==> config.mk <==
export PLATFORM = sky130hd
export DESIGN_NAME = instr_fetch_queue_flat
export DESIGN_NICKNAME = d
export VERILOG_FILES = /design/src/rtl/mips_pkg.sv /design/src/rtl/instr_fetch_queue_if.sv /design/src/rtl/fq_ptr_ctrl.sv /design/src/rtl/instr_fetch_queue.sv /design/src/flat_wrapper.sv
export SDC_FILE = /design/constraint.sdc
export NUM_CORES = 1
export LEC_CHECK = 0
export CAP_MARGIN = 20
export CORE_UTILIZATION = 45
export CTS_CLUSTER_DIAMETER = 80
export DETAILED_ROUTE_END_ITERATION = 8
export PLACE_DENSITY = 0.66
export SYNTH_ARGS = -nofsm -noshare
export SYNTH_HDL_FRONTEND = slang
export SYNTH_SLANG_ARGS = --single-unit
export TNS_END_PERCENT = 100
==> constraint.sdc <==
create_clock -name clk -period 3.9 [get_ports clk]
set_input_delay 0.78 -clock clk [delete_from_list [all_inputs] [get_ports clk]]
set_output_delay 0.78 -clock clk [all_outputs]
set_load 0.01 [all_outputs]
==> src/rtl/mips_pkg.sv <==
// Shared MIPS pipeline definitions used by the fetch queue.
package mips_pkg;

   localparam logic [31:0] NOP_INSTR = 32'h00000000;
   localparam logic [31:0] RESET_PC  = 32'h00003000;

   typedef struct packed {
      logic [31:0] pc;
      logic [31:0] instr;
   } fq_entry_t;

endpackage

==> src/rtl/instr_fetch_queue_if.sv <==
// Fetch-to-decode bus of the instruction fetch queue.
interface instr_fetch_queue_if #(
   parameter int unsigned DEPTH  = 4,
   parameter int unsigned DATA_W = 32
);
   localparam int unsigned CNT_W = $clog2(DEPTH + 1);

   logic              in_valid;
   logic [DATA_W-1:0] in_pc;
   logic [DATA_W-1:0] in_instr;
   logic              in_ready;
   logic              out_valid;
   logic              out_ready;
   logic [DATA_W-1:0] out_pc;
   logic [DATA_W-1:0] out_pc8;
   logic [DATA_W-1:0] out_instr;
   logic              flush;
   logic [CNT_W-1:0]  count;

   // Pipeline side: fetch pushes, decode pops, redirect flushes.
   modport master (
      output in_valid, in_pc, in_instr, out_ready, flush,
      input  in_ready, out_valid, out_pc, out_pc8, out_instr, count
   );

   // Queue side.
   modport slave (
      input  in_valid, in_pc, in_instr, out_ready, flush,
      output in_ready, out_valid, out_pc, out_pc8, out_instr, count
   );
endinterface

==> src/rtl/fq_ptr_ctrl.sv <==
// Pointer/occupancy control for the fetch queue: push/pop/flush priority.
module fq_ptr_ctrl #(
   parameter int unsigned DEPTH = 4,
   localparam int unsigned PTR_W = $clog2(DEPTH),
   localparam int unsigned CNT_W = $clog2(DEPTH + 1)
) (
   input  logic             clk,
   input  logic             reset,
   input  logic             in_valid,
   input  logic             out_ready,
   input  logic             flush,
   output logic             in_ready,
   output logic             out_valid,
   output logic             wr_en,
   output logic [PTR_W-1:0] wr_ptr,
   output logic [PTR_W-1:0] rd_ptr,
   output logic [CNT_W-1:0] count
);

   logic [PTR_W-1:0] wr_ptr_d, wr_ptr_q;
   logic [PTR_W-1:0] rd_ptr_d, rd_ptr_q;
   logic [CNT_W-1:0] count_d, count_q;
   logic             push, pop;

   // Handshakes depend on state only; next-state applies reset > flush > push/pop.
   always_comb begin
      wr_ptr_d  = wr_ptr_q;
      rd_ptr_d  = rd_ptr_q;
      count_d   = count_q;
      in_ready  = (count_q < CNT_W'(DEPTH));
      out_valid = (count_q != '0);
      push      = in_valid & in_ready;
      pop       = out_valid & out_ready;
      wr_en     = push & ~flush & ~reset;
      if (reset || flush) begin
         wr_ptr_d = '0;
         rd_ptr_d = '0;
         count_d  = '0;
      end else begin
         // DEPTH is a power of two, so pointers wrap naturally.
         if (push) wr_ptr_d = wr_ptr_q + PTR_W'(1);
         if (pop)  rd_ptr_d = rd_ptr_q + PTR_W'(1);
         if (push && !pop)      count_d = count_q + CNT_W'(1);
         else if (pop && !push) count_d = count_q - CNT_W'(1);
      end
   end

   // State register; synchronous reset is folded into the next-state logic.
   always_ff @(posedge clk) begin
      wr_ptr_q <= wr_ptr_d;
      rd_ptr_q <= rd_ptr_d;
      count_q  <= count_d;
   end

   assign wr_ptr = wr_ptr_q;
   assign rd_ptr = rd_ptr_q;
   assign count  = count_q;

endmodule

==> src/rtl/instr_fetch_queue.sv <==
// Circular FIFO of {PC, instruction} between IF and ID, with single-cycle flush.
module instr_fetch_queue
   import mips_pkg::*;
#(
   parameter int unsigned DEPTH  = 4,
   parameter int unsigned DATA_W = 32
) (
   input logic                clk,
   input logic                reset,
   instr_fetch_queue_if.slave bus
);

   localparam int unsigned PTR_W = $clog2(DEPTH);

   fq_entry_t        storage_d [DEPTH];
   fq_entry_t        storage_q [DEPTH];
   fq_entry_t        head;
   logic             wr_en;
   logic             out_valid;
   logic [PTR_W-1:0] wr_ptr, rd_ptr;

   fq_ptr_ctrl #(
      .DEPTH(DEPTH)
   ) u_ptr_ctrl (
      .clk       (clk),
      .reset     (reset),
      .in_valid  (bus.in_valid),
      .out_ready (bus.out_ready),
      .flush     (bus.flush),
      .in_ready  (bus.in_ready),
      .out_valid (out_valid),
      .wr_en     (wr_en),
      .wr_ptr    (wr_ptr),
      .rd_ptr    (rd_ptr),
      .count     (bus.count)
   );

   // Storage changes only on an accepted, non-flushed push; pops leave it untouched.
   always_comb begin
      storage_d = storage_q;
      if (wr_en) begin
         storage_d[wr_ptr] = '{pc: bus.in_pc, instr: bus.in_instr};
      end
   end

   // Storage register, deliberately not reset.
   always_ff @(posedge clk) begin
      storage_q <= storage_d;
   end

   // Head read mux; an empty queue shows a nop at PC 0.
   always_comb begin
      head = '{pc: '0, instr: NOP_INSTR};
      if (out_valid) head = storage_q[rd_ptr];
   end

   assign bus.out_valid = out_valid;
   assign bus.out_pc    = head.pc;
   assign bus.out_instr = head.instr;
   assign bus.out_pc8   = head.pc + DATA_W'(8);

endmodule

==> src/flat_wrapper.sv <==
// flat-port wrapper written by rule: the top's interface ports become plain ports
module instr_fetch_queue_flat import mips_pkg::*;
#(
   parameter int unsigned DEPTH  = 4,
   parameter int unsigned DATA_W = 32
)
  (clk, reset, bus_in_valid, bus_in_pc, bus_in_instr, bus_out_ready, bus_flush, bus_in_ready, bus_out_valid, bus_out_pc, bus_out_pc8, bus_out_instr, bus_count);
  instr_fetch_queue_if #(.DEPTH(DEPTH), .DATA_W(DATA_W)) bus_i ();
  input logic clk;
  input logic reset;
  input wire logic [$bits(bus_i.in_valid)-1:0] bus_in_valid;
  input wire logic [$bits(bus_i.in_pc)-1:0] bus_in_pc;
  input wire logic [$bits(bus_i.in_instr)-1:0] bus_in_instr;
  input wire logic [$bits(bus_i.out_ready)-1:0] bus_out_ready;
  input wire logic [$bits(bus_i.flush)-1:0] bus_flush;
  output wire logic [$bits(bus_i.in_ready)-1:0] bus_in_ready;
  output wire logic [$bits(bus_i.out_valid)-1:0] bus_out_valid;
  output wire logic [$bits(bus_i.out_pc)-1:0] bus_out_pc;
  output wire logic [$bits(bus_i.out_pc8)-1:0] bus_out_pc8;
  output wire logic [$bits(bus_i.out_instr)-1:0] bus_out_instr;
  output wire logic [$bits(bus_i.count)-1:0] bus_count;
  assign bus_i.in_valid = bus_in_valid;
  assign bus_i.in_pc = bus_in_pc;
  assign bus_i.in_instr = bus_in_instr;
  assign bus_i.out_ready = bus_out_ready;
  assign bus_i.flush = bus_flush;
  assign bus_in_ready = bus_i.in_ready;
  assign bus_out_valid = bus_i.out_valid;
  assign bus_out_pc = bus_i.out_pc;
  assign bus_out_pc8 = bus_i.out_pc8;
  assign bus_out_instr = bus_i.out_instr;
  assign bus_count = bus_i.count;
  instr_fetch_queue #(.DEPTH(DEPTH), .DATA_W(DATA_W)) u_core (.clk(clk), .reset(reset), .bus(bus_i));
endmodule
-- Word level (Yosys, flattened, before mapping)
Index checks and enable logic that the tools add are counted.
W data, S select, Z words.
- bits in registers: 263
- logic and storage cells: 45
- bitwise operators: 8
- reductions and logical operators: 8
- $lt $le $gt $ge: 4
- muxes and demuxes: 9
- $add $sub $neg: 5
- operators with widths (cell ; count):
    $bwmux W256 ; 1
    $mux W64 ; 4
    $bmux W64 S2 ; 1
    $demux W64 S2 ; 1
    $add A32 B4 Y32 const B ; 1
    $ge A3 B3 Y1 const B ; 2
    $mux W3 ; 2
    $not A2 Y3 ; 2
    $add A2 B1 Y2 const B ; 2
    $and A1 B1 Y1 ; 4
    $add A3 B1 Y3 const B ; 1
    $logic_and A1 B1 Y1 ; 3
    $lt A3 B1 Y1 const B ; 1
    $lt A3 B3 Y1 const B ; 1
    $reduce_bool A3 Y1 ; 1
    $sub A3 B1 Y3 const B ; 1
    $logic_not A1 Y1 ; 2
    $not A1 Y1 ; 2
    $reduce_bool A2 Y1 ; 1
    $logic_or A1 B1 Y1 ; 1

-- Depth between registers and ports, before layout
- depth after elaboration: 6
- mapped depth: 15
- mapped depth without buffers: 11

-- Hierarchy
Synthesis repeated with hierarchy kept, for this count alone.
- cells, all modules: 560
- area, all modules: 10797.9 um^2
- modules (own cells, without submodules) (module ; times used ; cells an instance ; area each (um^2)):
    instr_fetch_queue ; 1 ; 525 ; 10447.5
    fq_ptr_ctrl ; 1 ; 35 ; 350.3

-- Worst setup path before layout
Ideal clock, no wire load.
- path kind: reg-to-output
- start point: reg u_core.u_ptr_ctrl.count_q[0], in the netlist u_core.u_ptr_ctrl.count[0]
- end point: out bus_out_pc8[31]
- cell stages (with the launch flop): 16
- buffers on the path: 4
- data required time: 3120 ps
- data arrival time: 3319 ps
- slack: -199 ps
- cell sequence: dfxtp_1 > nor3_1 > inv_1 > clkbuf_1 > clkbuf_1 > clkbuf_1 > nand2_1 > inv_1 > ha_1 > nand2_1 > o22ai_1 > and4bb_1 > buf_2 > nand3_1 > or4_1 > a21oi_1
- word-level cells in the longest chain between the ends: 3
- RTL lines (element ; RTL line ; RTL):
    start: declaration ; fq_ptr_ctrl.sv:22 ; logic [CNT_W-1:0] count_d, count_q;
    start signal: assignment ; fq_ptr_ctrl.sv:52 ; count_q <= count_d;
    $reduce_bool A3 Y1 ; fq_ptr_ctrl.sv:31 ; out_valid = (count_q != '0);
    net bus_out_valid ; flat_wrapper.sv:17 ; output wire logic [$bits(bus_i.out_valid)-1:0] bus_out_valid;
    $mux W64 ; instr_fetch_queue.sv:54 ; if (out_valid) head = storage_q[rd_ptr];
    net bus_out_pc[3] ; flat_wrapper.sv:18 ; output wire logic [$bits(bus_i.out_pc)-1:0] bus_out_pc;
    $add A32 B4 Y32 ; instr_fetch_queue.sv:60 ; assign bus.out_pc8 = head.pc + DATA_W'(8);
    end: declaration ; flat_wrapper.sv:19 ; output wire logic [$bits(bus_i.out_pc8)-1:0] bus_out_pc8;
The timed path passes the listed nets, and every way through them passes these cells.

-- Final worst setup path
- start point: reg u_core.u_ptr_ctrl.rd_ptr_q[0], in the netlist u_core.u_ptr_ctrl.rd_ptr[0]
- end point: out bus_out_pc8[23]
- word-level cells in the longest chain between the ends: 6
- RTL lines (element ; RTL line ; RTL):
    start: declaration ; fq_ptr_ctrl.sv:21 ; logic [PTR_W-1:0] rd_ptr_d, rd_ptr_q;
    start signal: assignment ; fq_ptr_ctrl.sv:51 ; rd_ptr_q <= rd_ptr_d;
    $not A2 Y3 (implied by the code) ; instr_fetch_queue.sv:54 ;
    $bmux W64 S2 ; instr_fetch_queue.sv:54 ;
    $mux W64 (implied by the code) (2 in series) ; instr_fetch_queue.sv:54 ;
    $mux W64 ; instr_fetch_queue.sv:54 ;
    $add A32 B4 Y32 ; instr_fetch_queue.sv:60 ;
No other way between the ends. The select of a mux whose other input is x is not followed.

==> results.yml <==
placement:
  dpl_cell_area_sq_um: 13500
  port_buffers: 169
  gp_congestion: 0.858
  dp_hpwl_mm: 16.1
timing:
  worstMarginPinSlew_ns: 0.595
  fin_ws_ns: -0.0320
  finalHoldViolCount: 0
  setup_violations: 1
  finClkSkew_ns: 0.0178
  period_share_pct: 101
  fin_setup_tns_ns: -0.0320
  rsz0062_at_grt: "yes"
  hold_ws_ns: 0.580
  fmax_mhz: 254
  finalCriticalPeriod_ns: 3.93
  relSlewSlack_pct: 60.3
  slew_viol_final: 0
drt:
  ant_nets: 0
  wire_per_inst_um: 21.2
  drt_iter0_markers: 429
  num_vias: 6495
  routed_wl_mm: 25.1
  drc: 0
  drt_first_pass_iters: 4
  vias_per_cell: 5.48
worst_setup_path:
  arrival_ns: 3.15
  crit_family: "simple AND/OR/NAND/NOR gates"
  crit_path_cell_trace: "mux4_2 -> nand2_1 -> inv_2 -> ha_4 -> nand2_1 -> o22ai_2 -> and4bb_2 -> buf_6 -> nand4_1 -> or3_4 -> a21oi_2 -> clkdlybuf4s15_2"
  cp-end-kind: "primary output"
  path_buf_inv: 3
  crit_top_cell: "nand2_1"
  slowest_stage: "dfxtp_4"
  cp_max_fo: 6
  required_ns: 3.12
  start_kind: "flip-flop"
  path_class: "reg2out"
  slowest_delay_ns: 0.39
synthesis:
  ys_seq_elements: 263
  synth_area_sq_um: 11200
  synth_nets: 718
  async_flop_share_pct: 0
  post_synth.cell_area_avg_sq_um: 17.5
  synth-edff-count: 256
  synthFlopType: "edfxtp_1"
  yosysUniqueCellTypes: 49
  synthCells: 642
  yosys_warnings: 0
  yosysSeqAreaShare_pct: 69.6
clocking:
  root_buffer: "clkbuf_16"
  numCtsBuffers: 27
  cts_tree: "done"
  hold_buffers: 0
  clk_latency_ns: 0.53
  cts_num_sinks: 263
  clk_path_buf_depth: 3
  htreeDepth: 1
  clk_pin_slew_ns: 0.06
die:
  start_util_pct: 46.1
  die_y_um: 160
  ios: 170
  dieArea_sq_um: 25600
  row_count: 57
  core_area_sq_um: 24400
  die_w_um: 160
global_routing:
  grt_pass1_vias: 6907
  grt_max_degree: 54
  grt_overflow: 0
  grt_usage_pct: 19.7
  grt_pass1_wl_mm: 38.6
  antenna_found_initial: 1
power:
  seq_power_share_pct: 48.0
  internal_power_uw: 5100
  combPwrFrac_pct: 14.3
  p_clk_share_pct: 37.7
  p_sw_share_pct: 22.4
  power_density_nw_per_um2: 452
  ir_drop_mv: 0.373
  power_uw: 6570
  power_switching_uw: 1470
  p_leak_uw: 0.00484
layout:
  area_growth_pct: 29.3
  drive_gt1_share_pct: 20.3
  final_area_sq_um: 14500
  layout_common_cells: "edfxtp_1 (256), clkdlybuf4s50_1 (146), mux4_2 (61)"
  n_antenna_cell: 0
  mostFrequentLayoutCell: "edfxtp_1"
  nNetsFinal: 917
  fill_cells: 1856
run_status:
  violations: "setup timing"
  status: "finished, violations left"
flow_run:
  maxCapViolCount: 0
min_path:
  min_path_type: "reg2reg"
per-layer routing:
metal | up-vias | share of wire (%) | global-route usage [%]
li1 | 2915 | - | -
met1 | 3279 | 42 | 25.3
met2 | 261 | 48 | 33.0
met3 | 38 | 8.2 | 5.19
met4 | 2 | 1.7 | 5.32
met5 | - | 0.052 | 0
cell usage after synthesis, types with 3 or more instances:
cell type | instances | area, sq um
nor3_1 | 10 | 50.1
nand4_1 | 6 | 37.5
o21ai_0 | 5 | 25.0
nand3_1 | 11 | 55.1
xor2_1 | 17 | 149
buf_2 | 13 | 65.1
and2_1 | 53 | 332
nand4b_1 | 4 | 35.0
mux4_1 | 8 | 210
and3_1 | 5 | 31.3
buf_4 | 6 | 45.0
nor3b_1 | 4 | 30.0
dfxtp_1 | 7 | 140
clkbuf_1 | 12 | 45.0
mux2_2 | 3 | 33.8
ha_1 | 6 | 75.1
mux4_2 | 59 | 1330
nor2_1 | 24 | 90.1
xnor2_1 | 12 | 105
edfxtp_1 | 256 | 7690
nor2b_1 | 4 | 25.0
a21oi_1 | 8 | 40.0
nand2_1 | 53 | 199
or4_1 | 3 | 22.5
mux2i_1 | 5 | 50.1
inv_1 | 15 | 56.3
final cells by class:
type	count	area (sq um)	area share, %
Tap cell	324	405	2.79
Clock inverter	17	158	1.08
Inverter	15	56.3	0.387
Timing Repair Buffer	206	2100	14.4
Sequential cell	263	7840	53.9
Multi-Input combinational cell	328	3290	22.6
Clock buffer	33	698	4.80
registers in the layout (all words and copies together), names as in the netlist:
signal	count
u_core.u_ptr_ctrl.count	3
u_core.u_ptr_ctrl.wr_ptr	2
u_core.storage_q	256
u_core.u_ptr_ctrl.rd_ptr	2
power groups by stage:
stage	Sequential [uW]	Clock, uW	Combinational [uW]
2_1_floorplan	3220	0	418
3_3_place_gp	3210	0	930
3_5_place_dp	3210	0	936
4_1_cts	3160	2520	943
5_1_grt	3160	2630	1010
6_report	3160	2480	937
worst register-to-register path, stage by stage (launching register included):
cell and delay (ns):
dfxtp_1 0.32, nor3_2 0.28, inv_2 0.08, buf_4 0.21
buf_4 0.31, nand2_1 0.18, ha_1 0.19, inv_1 0.06
fa_1 0.37, xor2_1 0.15, or3_1 0.30, a21oi_1 0.15
logic make-up (layout without fill, tap and decap cells):
kind of cell,Yosys count,in the layout,share of synthesized area (%)
AO/OA/AOI/OAI,25,25,1.42
flip-flops,263,263,69.6
multiplexers,75,75,14.4
XOR/XNOR,29,29,2.26
buffers and inverters,51,271,2.28
AND/OR/NAND/NOR,192,192,9.19
adder cells (fa/ha/maj),7,7,0.845
worst paths after layout:
check,start,to,slack (ns),cells past startpoint
setup / recovery,u_core.u_ptr_ctrl.rd_ptr[0],bus_out_pc8[23],-0.03,12
setup reg to reg,u_core.u_ptr_ctrl.count[2],u_core.u_ptr_ctrl.count[2],1.24,11
hold reg to reg,u_core.u_ptr_ctrl.wr_ptr[0],u_core.u_ptr_ctrl.wr_ptr[0],0.58,2
hold / removal,u_core.u_ptr_ctrl.wr_ptr[0],u_core.u_ptr_ctrl.wr_ptr[0],0.58,2
timing repair:
item,CTS,global route
pin swaps,0,6
setup endpoints to repair,23,14
gates cloned,2,0
gates resized for setup,45,25
setup buffers,3,3
hold endpoints to repair,0,0
stage by stage:
step | utilization [%] | setup slack (ns) | instances
after detailed placement | 55.2 | 0.00470 | 1128
final | 59.6 | -0.0320 | 1186
after floorplan | - | 0.00637 | 642
after global routing | 59.6 | -0.120 | 1186
after global placement | 55.2 | 0.0910 | 1128
after CTS | 59.3 | -0.131 | 1183
(Power assumes the default switching activity.)
